`config.mk`:
```
export PLATFORM = sky130hd
export DESIGN_NAME = log2_hist
export DESIGN_NICKNAME = d
export VERILOG_FILES = /design/src/rtl/log2_hist_pkg.sv /design/src/rtl/log2_hist_cnt.sv /design/src/rtl/log2_hist.sv
export SDC_FILE = /design/constraint.sdc
export NUM_CORES = 1
export LEC_CHECK = 0
export CORE_ASPECT_RATIO = 2
export CORE_MARGIN = 5
export CORE_UTILIZATION = 67
export DETAILED_ROUTE_END_ITERATION = 10
export GPL_TIMING_DRIVEN = 0
export PLACE_DENSITY_LB_ADDON = 0.2
export REMOVE_ABC_BUFFERS = 1
export SLEW_MARGIN = 15
export SYNTH_ARGS = -nofsm -noshare
export SYNTH_HDL_FRONTEND = slang
export SYNTH_HIERARCHICAL = 1
export SYNTH_SLANG_ARGS = --single-unit
```
`constraint.sdc`:
```
create_clock -name Clk -period 7.4 [get_ports Clk]
set_clock_uncertainty 0.05 [all_clocks]
set_input_delay 1.85 -clock Clk [delete_from_list [all_inputs] [get_ports Clk]]
set_output_delay 1.85 -clock Clk [all_outputs]
set_load 0.1 [all_outputs]
```
`src/rtl/log2_hist_pkg.sv`:
```
// Shared constants and state type for the log2-code histogram accumulator.
package log2_hist_pkg;

    localparam int unsigned NBINS = 12;
    localparam int unsigned BIN_W = 4;

    localparam logic [BIN_W-1:0] OOR_CODE = 4'd12;
    localparam logic [BIN_W-1:0] LAST_BIN = 4'd11;

    typedef enum logic {
        ST_ACC,
        ST_DUMP
    } state_t;

endpackage

```
`src/rtl/log2_hist_cnt.sv`:
```
// Single histogram bin counter with increment/clear and reach-maximum pulse.
// Saturating when HIST_SAT_EN is defined, wrapping otherwise.
module log2_hist_cnt #(
    parameter int unsigned CNT_W = 16
) (
    input  logic             clk,
    input  logic             rst_n,
    input  logic             inc,
    input  logic             clr,
    output logic [CNT_W-1:0] count,
    output logic             sat
);

`ifdef HIST_SAT_EN
    logic at_max;

    assign at_max = (count == '1);
    // Pulses only on the increment that lands exactly on the maximum.
    assign sat    = inc && !clr && (count == ~CNT_W'(1));

    always_ff @(posedge clk or negedge rst_n) begin
        if (!rst_n) begin
            count <= '0;
        end else if (clr) begin
            count <= '0;
        end else if (inc && !at_max) begin
            count <= count + CNT_W'(1);
        end
    end
`else
    assign sat = 1'b0;

    always_ff @(posedge clk or negedge rst_n) begin
        if (!rst_n) begin
            count <= '0;
        end else if (clr) begin
            count <= '0;
        end else if (inc) begin
            count <= count + CNT_W'(1);
        end
    end
`endif

endmodule

```
`src/rtl/log2_hist.sv`:
```
// Log2-code histogram: counts codes 0..11 into bins, streams counts out on request.
// Optional saturating counters via HIST_SAT_EN.
module log2_hist
    import log2_hist_pkg::*;
#(
    parameter int unsigned CNT_W = 16
) (
    input  logic             Clk,
    input  logic             Rst_n,
    input  logic             InValid,
    output logic             InReady,
    input  logic [3:0]       DatIn,
    input  logic             Clear,
    input  logic             DumpReq,
    input  logic             ClrOnDump,
    output logic             OutValid,
    input  logic             OutReady,
    output logic [3:0]       OutBin,
    output logic [CNT_W-1:0] OutCount,
    output logic             Done,
    output logic             OorErr,
    output logic             LostErr,
    output logic             SatErr
);

    state_t           state, state_nxt;
    logic [BIN_W-1:0] ptr, ptr_nxt;
    logic             cod, cod_nxt;
    logic             done_nxt;
    logic             oor_nxt, lost_nxt, flags_clr;

    logic [NBINS-1:0] inc, clr, sat_hit;
    logic [CNT_W-1:0] cnt [NBINS];

    for (genvar g = 0; g < NBINS; g++) begin : g_bin
        log2_hist_cnt #(
            .CNT_W(CNT_W)
        ) u_cnt (
            .clk  (Clk),
            .rst_n(Rst_n),
            .inc  (inc[g]),
            .clr  (clr[g]),
            .count(cnt[g]),
            .sat  (sat_hit[g])
        );
    end

    always_ff @(posedge Clk or negedge Rst_n) begin
        if (!Rst_n) begin
            state   <= ST_ACC;
            ptr     <= '0;
            cod     <= 1'b0;
            Done    <= 1'b0;
            OorErr  <= 1'b0;
            LostErr <= 1'b0;
            SatErr  <= 1'b0;
        end else begin
            state   <= state_nxt;
            ptr     <= ptr_nxt;
            cod     <= cod_nxt;
            Done    <= done_nxt;
            OorErr  <= oor_nxt;
            LostErr <= lost_nxt;
            SatErr  <= flags_clr ? 1'b0 : (SatErr | (|sat_hit));
        end
    end

    always_comb begin
        state_nxt = state;
        ptr_nxt   = ptr;
        cod_nxt   = cod;
        done_nxt  = 1'b0;
        oor_nxt   = OorErr;
        lost_nxt  = LostErr;
        flags_clr = 1'b0;
        inc       = '0;
        clr       = '0;

        unique case (state)
            ST_ACC: begin
                if (Clear) begin
                    clr       = '1;
                    flags_clr = 1'b1;
                    oor_nxt   = 1'b0;
                    lost_nxt  = 1'b0;
                end else begin
                    if (InValid) begin
                        if (DatIn >= OOR_CODE) begin
                            oor_nxt = 1'b1;
                        end else begin
                            for (int unsigned i = 0; i < NBINS; i++) begin
                                inc[i] = (DatIn == BIN_W'(i));
                            end
                        end
                    end
                    // The same-cycle sample is counted before the readout begins.
                    if (DumpReq) begin
                        state_nxt = ST_DUMP;
                        ptr_nxt   = '0;
                        cod_nxt   = ClrOnDump;
                    end
                end
            end
            ST_DUMP: begin
                if (InValid) begin
                    lost_nxt = 1'b1;
                end
                if (OutReady) begin
                    for (int unsigned i = 0; i < NBINS; i++) begin
                        clr[i] = cod && (ptr == BIN_W'(i));
                    end
                    if (ptr == LAST_BIN) begin
                        state_nxt = ST_ACC;
                        ptr_nxt   = '0;
                        done_nxt  = 1'b1;
                    end else begin
                        ptr_nxt = ptr + BIN_W'(1);
                    end
                end
            end
            default: begin
                state_nxt = ST_ACC;
                ptr_nxt   = '0;
            end
        endcase
    end

    // Outputs depend only on registered state, never on OutReady.
    always_comb begin
        InReady  = (state == ST_ACC);
        OutValid = (state == ST_DUMP);
        OutBin   = ptr;
        OutCount = '0;
        if (state == ST_DUMP) begin
            for (int unsigned i = 0; i < NBINS; i++) begin
                if (ptr == BIN_W'(i)) begin
                    OutCount = cnt[i];
                end
            end
        end
    end

endmodule
```
* Word-level counts from Yosys, hierarchy flattened
Cells that the tools add are included.
Word-level totals: register bits 202, latch bits 0, RAM bits 0, bits in read-only memories 0, input bits 11, output and inout port bits 26, logic and storage cells 160, memories kept 0
Operators by class: add/sub/neg operators 13, multipliers 0, div/mod/pow operators 0, order comparisons 1, eq/ne operators 27, shift operators 0, muxes and demuxes 66, bitwise gates (word level) 2, reductions and logical operators 32
Operator list (number):
- 16-bit 2-to-1 mux | 37
- 16-bit by 1-bit adder with 16-bit output, second input constant | 12
- 12-bit 2-to-1 mux | 6
- 4-bit by 3-bit equality test with 1-bit output, second input constant | 8
- 4-bit equality test, second input constant | 8
- 2-bit nonzero test | 14
- 12-bit one-hot mux with 2 select lines | 1
- 4-bit by 2-bit equality test with 1-bit output, second input constant | 4
- 4-bit 2-to-1 mux | 4
- 1-bit 2-to-1 mux | 15
- 1-bit logical AND | 12
- 3-bit AND reduction | 3
- 4-bit by 1-bit equality test with 1-bit output, second input constant | 2
- 4-bit zero test | 2
- 4-bit one-hot mux with 2 select lines | 1
- 2-bit inequality test, second input constant | 3
- 4-bit by 1-bit adder with 4-bit output, second input constant | 1
- 4-bit greater-or-equal comparator, second input constant | 1
- 2-bit by 1-bit inequality test with 1-bit output, second input constant | 2
- 1-bit one-hot mux with 2 select lines | 2
- 1-bit inverter | 2
- 2-bit AND reduction | 1

* Logic depth before layout (Yosys ltp)
Gate-level depths: netlist of the first run.
depth in word-level cells 14, gate-level depth with buffers 12, mapped depth without buffers 8

* Cells and area by module
Netlist of the first run, hierarchy kept.
By module, submodules not included:
- log2_hist_cnt | times used 12, cells each 84, area each 883.3 µm², sequential area each 400.4 µm²
- log2_hist | times used 1, cells each 459, area each 2980.4 µm², sequential area each 250.2 µm²

* Worst setup path after synthesis of the first run
No wires, ideal clock.
path kind flip-flop to output port, start point reg ptr[0] (netlist: OutBin[0]), end point out OutCount[14], arrival 4.599 ns, path slack 0.901 ns, cell stages (with the launch flop) 9, path buffers 2, cells stage by stage dfrtp_1 inv_1 ha_1 clkbuf_1 nand2b_1 clkbuf_1 o22ai_1 a22o_1 a221oi_1
On the way: word-level cells in the longest chain between the ends 14, elaborated cells on any way between the ends 25
Ends and longest elaborated chain:
- start, declared | line log2_hist.sv:27 | logic [BIN_W-1:0] ptr, ptr_nxt;
- start signal, assigned | line log2_hist.sv:59 | ptr <= ptr_nxt;
- 4-bit zero test | line log2_hist.sv:136 | if (ptr == BIN_W'(i)) begin
- 16-bit 2-to-1 mux (11 in series) | line log2_hist.sv:136
- 16-bit 2-to-1 mux (*) | line log2_hist.sv:136
- 16-bit 2-to-1 mux (*) | line log2_hist.sv:134 | if (state == ST_DUMP) begin
- end, declared | line log2_hist.sv:19 | output logic [CNT_W-1:0] OutCount,
Mark *: on every way between the ends. The rest lies on a longest branch, timed or not.

* Worst setup path in the final report of the first run
start point reg ptr[2] (netlist: OutBin[2]), end point out OutCount[2]
Same word-level chain as after synthesis.

==> results of run 1 <==
-- per-stage QoR --
| step | setup TNS [ns] | cells | hold WS (ns) | power [W] | setup WS (ns) |
|---|---|---|---|---|---|
| 2_1_floorplan | -1.15 | 1355 | 0.430 | 0.00294 | -0.293 |
| 3_3_place_gp | -861.18 | 1653 | 0.437 | 0.00361 | -4.29 |
| 3_5_place_dp | 0 | 1661 | 0.446 | 0.00369 | 1.06 |
| 4_1_cts | 0 | 1698 | 0.462 | 0.00472 | 0.493 |
| 5_1_grt | 0 | 1698 | 0.493 | 0.00491 | 0.195 |
| 6_report | 0 | 1698 | 0.467 | 0.00475 | 0.376 |
-- worst max path at each step --
stage	from	end	slack [ns]	cells after the start
floorplan	OutBin[0]	OutCount[15]	-0.29	5
global placement	Rst_n	g_bin[9].u_cnt/count[15]	-4.29	1
detailed placement	OutBin[2]	OutCount[2]	1.06	5
CTS	OutBin[2]	OutCount[2]	0.49	5
global route	OutBin[2]	OutCount[15]	0.20	5
finish	OutBin[2]	OutCount[2]	0.38	5
-- routing by layer --
| metal | part of all wire (%) | up-vias |
|---|---|---|
| met5 | 0 | - |
| met4 | 8.9 | 0 |
| met3 | 4.1 | 162 |
| met2 | 52 | 437 |
| met1 | 35 | 5532 |
| li1 | - | 5106 |
-- registers in the layout, indices dropped and copies added, names as in the netlist --
name	count
Done	1
cod	1
LostErr	1
OorErr	1
OutValid	1
SatErr	1
OutBin	4
g_bin.u_cnt/count	192
-- cells in the mapped netlist, types with 6 or more instances --
| library cell | instances |
|---|---|
| xnor2_1 | 84 |
| nand2_1 | 67 |
| nand3_1 | 35 |
| nor3b_2 | 12 |
| a221oi_1 | 10 |
| buf_4 | 24 |
| buf_2 | 8 |
| a22o_1 | 16 |
| nor4b_2 | 12 |
| clkbuf_1 | 47 |
| buf_1 | 6 |
| inv_1 | 71 |
| o21ai_0 | 75 |
| mux2_1 | 12 |
| nor2_1 | 184 |
| mux2_4 | 12 |
| nor3_1 | 22 |
| or3_1 | 37 |
| nand4_2 | 12 |
| o22ai_1 | 28 |
| a211oi_1 | 16 |
| dfrtp_1 | 202 |
| and3_1 | 12 |
| o211ai_4 | 12 |
| o31ai_1 | 8 |
| ha_1 | 16 |
| nand4_1 | 48 |
| nor4_2 | 48 |
| nand2b_1 | 20 |
| mux2i_1 | 12 |
| a221oi_2 | 20 |
| nor2b_1 | 16 |
| buf_6 | 27 |
| xor2_1 | 36 |
| conb_1 | 12 |
| nand3b_1 | 29 |
| nor3_2 | 12 |
| a21oi_1 | 126 |
-- critical path, cell delays in order, from the launching register on --
cell	delay, ns
dfrtp_1	0.95
nand2b_1	0.83
nor2_1	0.90
a211oi_1	0.28
a221oi_1	0.43
clkdlybuf4s50_1	1.20
-- where the power goes --
group | internal [W] | switching [W]
sequential | 0.00116 | 0.000119
combinational | 0.000649 | 0.00179
clock | 0.000557 | 0.000471
-- layout by cell type (no fill, tap or decap), drive strengths merged, types with 2 or more instances in the layout --
cell / count
a32o: 2
nand4: 60
clkinvlp: 5
xor2: 36
xnor2: 84
or3: 38
o22ai: 28
nand2: 67
dfrtp: 202
ha: 16
o22a: 2
nand3: 35
a21oi: 127
mux2i: 12
a32oi: 2
nor4: 49
and3: 12
mux2: 25
o221ai: 2
nor2: 184
a211oi: 16
clkbuf: 26
nand3b: 29
nor3b: 12
a22o: 16
o211ai: 12
nor2b: 16
o21ai: 75
clkinv: 6
clkdlybuf4s50: 35
inv: 71
nand4b: 2
nand2b: 20
nor4b: 12
a221oi: 30
nor3: 34
o31ai: 8
conb: 12
buf: 9
-- cells by family (layout without fill, tap and decap cells) --
family	after synthesis	after routing	synth area share, %
DFF	202	202	37.2
muxes	37	37	3.29
and+or+nand+nor	573	573	26.0
buffers and inverters	183	152	7.29
AOI/OAI and AO/OA	324	324	16.6
adders and majority gates	16	16	1.47
other	12	12	0.332
xor gates and xnor gates	120	120	7.74
-- final cells by class --
class	instances	area, um2	area share [%]
Clock buffer	26	574	3.98
Timing Repair Buffer	44	514	3.56
Tap cell	262	328	2.27
Sequential cell	202	5050	35.0
Clock inverter	11	78.8	0.546
Multi-Input combinational cell	1082	7620	52.8
Inverter	71	267	1.85
==> flow_summary_export.csv, run 1 <==
group,metric,value,unit
routing,drtIter0Drc,896,
critical_path,path_max_fanout,33,
routing,antenna_left,0,
timing,finalCritPeriodShare,94.9,%
synthesis,synth_edf_count,0,
floorplan,rows,73,
grt,met3_usage,3.49,%
timing,slew_headroom,11.7,%
critical_path,reg2reg_setup_slack,3.21,ns
placement,placed_area,13800,um2
synthesis,synth_top_flop_cell,"dfrtp_1",
critical_path,arrival,5.12,ns
grt,grt_max_degree,103,
synthesis,ys_ff_latch,202,
clock_tree,clk_latency,0.51,ns
grt,met2_usage,58.5,%
routing,vias,11200,
synthesis,yosysTopAreaCell,"dfrtp_1",
floorplan,io_pins,37,
timing,drv_slew,0,
grt,use_met1,33.6,%
layout,drive_gt1_share,13.9,%
layout,fillers,1585,
layout,syn_to_final_growth,6.29,%
synthesis,syn_area,13600,um2
synthesis,synth_top_area_share,37.2,%
clock_tree,cts_max_path_buffers,3,
clock_tree,cts-root-buf,"clkbuf_16",
grt,grt_pass1_wl,60500,um
placement,port_buffers,36,
critical_path,r2r-end,"g_bin[8].u_cnt/count[15]",
clock_tree,numCtsBuffers,21,
timing,setup_violations,0,
placement,place.gp.congestion,0.976,
power,p_leak,5.51,nW
worst_hold_path,hold_path_startpoint,"cod",
critical_path,crit_type,"reg2out",
synthesis,syn_inst,1467,
clock_tree,postCtsSetupBuffers,0,
grt,track_usage,32.1,%
synthesis,post_synth_num_cell_types,54,
clock_tree,cts_tree,"built",
floorplan,dieHeight,211,um
grt,globalRouteOverflowTotal,0,
layout,fin_util,72.5,%
critical_path,crit_path_start_kind,"flop",
clock_tree,cts_num_sinks,202,
critical_path,cp-end-kind,"output port",
timing,worst_pin_slew,1.31,ns
grt,first_global_vias,11300,
timing,rsz0062_at_grt,"false",
synthesis,async_reset_ff_share,100,%
grt,antenna_found_initial,0,
worst_hold_path,hold_depth,1,
clock_tree,hold_buffers,0,
timing,period_needed,7.02,ns
floorplan,die_w,111,um
run_status,status,"finished, final reports clean",
critical_path,critPathRequiredTime,5.50,ns
grt,busiest_layer,"met2",
timing,max_freq,142,MHz
layout,design_area,14400,um2
routing,wl_per_cell,22.3,um
timing,hold_viol_final,0,
synthesis,yosysSeqAreaShare,37.2,%
floorplan,initial_core_util,68.2,%
layout,nNetsFinal,1449,
routing,firstDrtPassIters,7,
floorplan,coreArea,19900,um2
layout,n_antenna_cell,0,
clock_tree,cts_resized,0,
critical_path,reg2regPathDepth,7,
floorplan,fp.dieArea,23400,um2
routing,route.detailed.drc,0,
worst_hold_path,worstHoldPathType,"reg2reg",
synthesis,yosys_warnings,6,
clock_tree,cts_htree_levels,1,
worst_hold_path,whs_endpoint,"cod",
synthesis,synthTopCellsByArea,"dfrtp_1, xnor2_1, nor2_1",
critical_path,rr_startpoint,"OutBin[3]",
power,vdd_ir_drop_max,0.542,mV
placement,dp_hpwl,27000,um
run,maxCapViolCount,0,
routing,finalWirelength,37800,um
clock_tree,cts.clk_slew.worst_paths,0.07,ns
synthesis,syn-mean-instance-area,9.26,um2
power,p_per_area,329,nW/um2
routing,via_per_inst,6.62,
Power figures use the tool's default switching activity.
==> run 2: changes to the inputs <==
--- a/config.mk
+++ b/config.mk
@@ -7,10 +7,10 @@
 export LEC_CHECK = 0
 export CORE_ASPECT_RATIO = 2
 export CORE_MARGIN = 5
-export CORE_UTILIZATION = 67
+export CORE_UTILIZATION = 57
 export DETAILED_ROUTE_END_ITERATION = 10
 export GPL_TIMING_DRIVEN = 0
-export PLACE_DENSITY_LB_ADDON = 0.2
+export PLACE_DENSITY = 0.85
 export REMOVE_ABC_BUFFERS = 1
 export SLEW_MARGIN = 15
 export SYNTH_ARGS = -nofsm -noshare
==> constraint.sdc (replaced) <==
create_clock -name Clk -period 5.9 [get_ports Clk]
set_clock_uncertainty 0.05 [all_clocks]
set_input_delay 1.475 -clock Clk [delete_from_list [all_inputs] [get_ports Clk]]
set_output_delay 1.475 -clock Clk [all_outputs]
set_load 0.1 [all_outputs]
==> run 2 against run 1 <==
Hold slack worse by 0.0013 ns. Register-to-register slack worse by 1.5 ns. Clock-buffer cell count up 1. Routed wire length rose by 2.8%. Critical path depth increased by 2. Utilization down 11 points. Total power increased by 26%. Worst setup slack lost 0.11 ns. Largest cell class unchanged. Global-route usage shrank 3.8 points. Combinational power grew 23%. Sequential share of layout area fell by 0.10 points.
==> flow_summary_export.csv, run 2 (same netlist as run 1, synthesis figures left out) <==
group,metric,value,unit
run_status,status,"finished, final reports clean",
clock_tree,cts_htree_levels,1,
layout,n_antenna_cell,0,
floorplan,fp.dieArea,27200,um2
layout,nNetsFinal,1447,
floorplan,initial_core_util,57.2,%
routing,antenna_left,0,
floorplan,dieHeight,228,um
worst_hold_path,worstHoldPathType,"reg2reg",
placement,dp_hpwl,27200,um
layout,final_common_cell,"dfrtp_1",
timing,rsz0062_at_grt,"false",
timing,hold_viol_final,0,
floorplan,io_pins,37,
floorplan,coreArea,23700,um2
layout,stdcell_count,1721,
run,maxCapViolCount,0,
layout,syn_to_final_growth,6.63,%
timing,slew_headroom,23.7,%
routing,drtIter0Drc,970,
grt,grt_pass1_wl,61700,um
routing,route.detailed.drc,0,
clock_tree,cts_num_sinks,202,
grt,first_global_vias,11500,
grt,grt_max_degree,99,
clock_tree,numCtsBuffers,20,
power,p_leak,5.55,nW
layout,drive_gt1_share,14.9,%
critical_path,arrival,4.11,ns
clock_tree,cts-root-buf,"clkbuf_16",
timing,worst_pin_slew,1.14,ns
floorplan,die_w,119,um
timing,drv_slew,0,
layout,fillers,1883,
critical_path,path_max_fanout,28,
placement,placed_area,13800,um2
layout,regMostFlops,"g_bin.u_cnt/count",
layout,design_area,14500,um2
clock_tree,cts.clk_slew.worst_paths,0.08,ns
placement,place.gp.congestion,1.18,
critical_path,cp-end-kind,"output port",
critical_path,critPathRequiredTime,4.38,ns
grt,antenna_found_initial,0,
grt,track_usage,28.3,%
placement,pre_cts_ws,-0.0193,ns
layout,layout_common_cells,"dfrtp_1, nor2_1, a21oi_1, xnor2_1, o21ai_0",
timing,fin_setup_tns,0,ns
routing,wl_per_cell,22.6,um
layout,largest_register_ff_count,192,
placement,placedCellCount,1685,
timing,fin_ws,0.267,ns
timing,period_needed,5.63,ns
grt,globalRouteOverflowTotal,0,
power,finalPower,0.00600,W
clock_tree,cts_max_path_buffers,3,
clock_tree,cts_tree,"built",
routing,via_per_inst,6.64,
power,p_per_area,414,nW/um2
clock_tree,clk_latency,0.52,ns
power,vdd_ir_drop_max,0.838,mV
timing,finalCritPeriodShare,95.5,%
critical_path,crit_path_start_kind,"flop",
routing,vias,11400,
timing,max_freq,178,MHz
timing,setup_violations,0,
placement,port_buffers,36,
routing,firstDrtPassIters,6,
floorplan,rows,80,
critical_path,crit_type,"reg2out",
routing,finalWirelength,38900,um
[run 2: changes by cell type in the layout (fill, tap and decap cells not counted), sizes merged]
cell,delta
buf,-1
bufinv,+2
clkbuf,+13
clkdlybuf4s15,+2
clkdlybuf4s50,-14
clkinv,-4
clkinvlp,-1
inv,+1
[run 2: where the power goes]
part           switching, W  leakage, nW  internal (W)
clock              0.000588        0.337      0.000805
sequential         0.000153         2.78       0.00146
combinational       0.00225         2.43      0.000743
[run 2: critical path, cell delays in order, from the launching register on]
cell,delay [ns]
dfrtp_1,0.48
inv_1,0.12
ha_2,0.60
inv_1,0.51
o21ai_0,0.42
a21oi_1,0.15
a32o_1,0.32
clkdlybuf4s50_1,0.98
[run 2: path summary, 6_finish.rpt]
kind	startpoint	endpoint	slack [ns]	cells after the start
worst max-delay path	OutBin[1]	OutCount[8]	0.27	7
worst min-delay path	cod	cod	0.47	1
worst max register to register	OutValid	g_bin[3].u_cnt/count[15]	1.70	8
worst min register to register	cod	cod	0.47	1
max in group asynchronous	Rst_n	g_bin[3].u_cnt/count[9]	3.89	3
min in group asynchronous	Rst_n	g_bin[6].u_cnt/count[11]	0.71	1
[run 2: metrics by stage]
stage                     hold slack (ns)  utilization [%]
after floorplan                     0.430                -
after global placement              0.438             57.2
after detailed placement            0.449             58.2
after CTS                           0.465             61.2
after global routing                0.479             61.0
final                               0.465             61.0
[run 2: layout make-up]
class | instances | area, um2 | area share, %
Inverter | 71 | 267 | 1.84
Timing Repair Buffer | 43 | 464 | 3.21
Tap cell | 287 | 359 | 2.48
Clock buffer | 27 | 598 | 4.13
Multi-Input combinational cell | 1082 | 7630 | 52.7
Clock inverter | 9 | 109 | 0.752
Sequential cell | 202 | 5060 | 34.9
[run 2: routing by layer]
metal  up-vias  routed length, um  track usage [%]
li1       5109                  -                -
met1      5570              13000             30.3
met2       570              20000             49.8
met3       181               2640             4.16
met4         0               3210             20.7
met5         -                  0                0
[run 2: timing repair]
action	in CTS	in global routing
gates resized for setup	22	28
buffers inserted	0	0
endpoints found under the hold margin	0	0
endpoints found under the setup margin	14	15
hold buffers	0	0
==> run 3: changes to the inputs <==
--- a/config.mk
+++ b/config.mk
@@ -8,6 +8,7 @@
 export CORE_ASPECT_RATIO = 2
 export CORE_MARGIN = 5
 export CORE_UTILIZATION = 57
+export CTS_CLUSTER_DIAMETER = 150
 export DETAILED_ROUTE_END_ITERATION = 10
 export GPL_TIMING_DRIVEN = 0
 export PLACE_DENSITY = 0.85
==> results of run 3 <==
No change in the layout: final DEF, timing and power equal those of run 2.
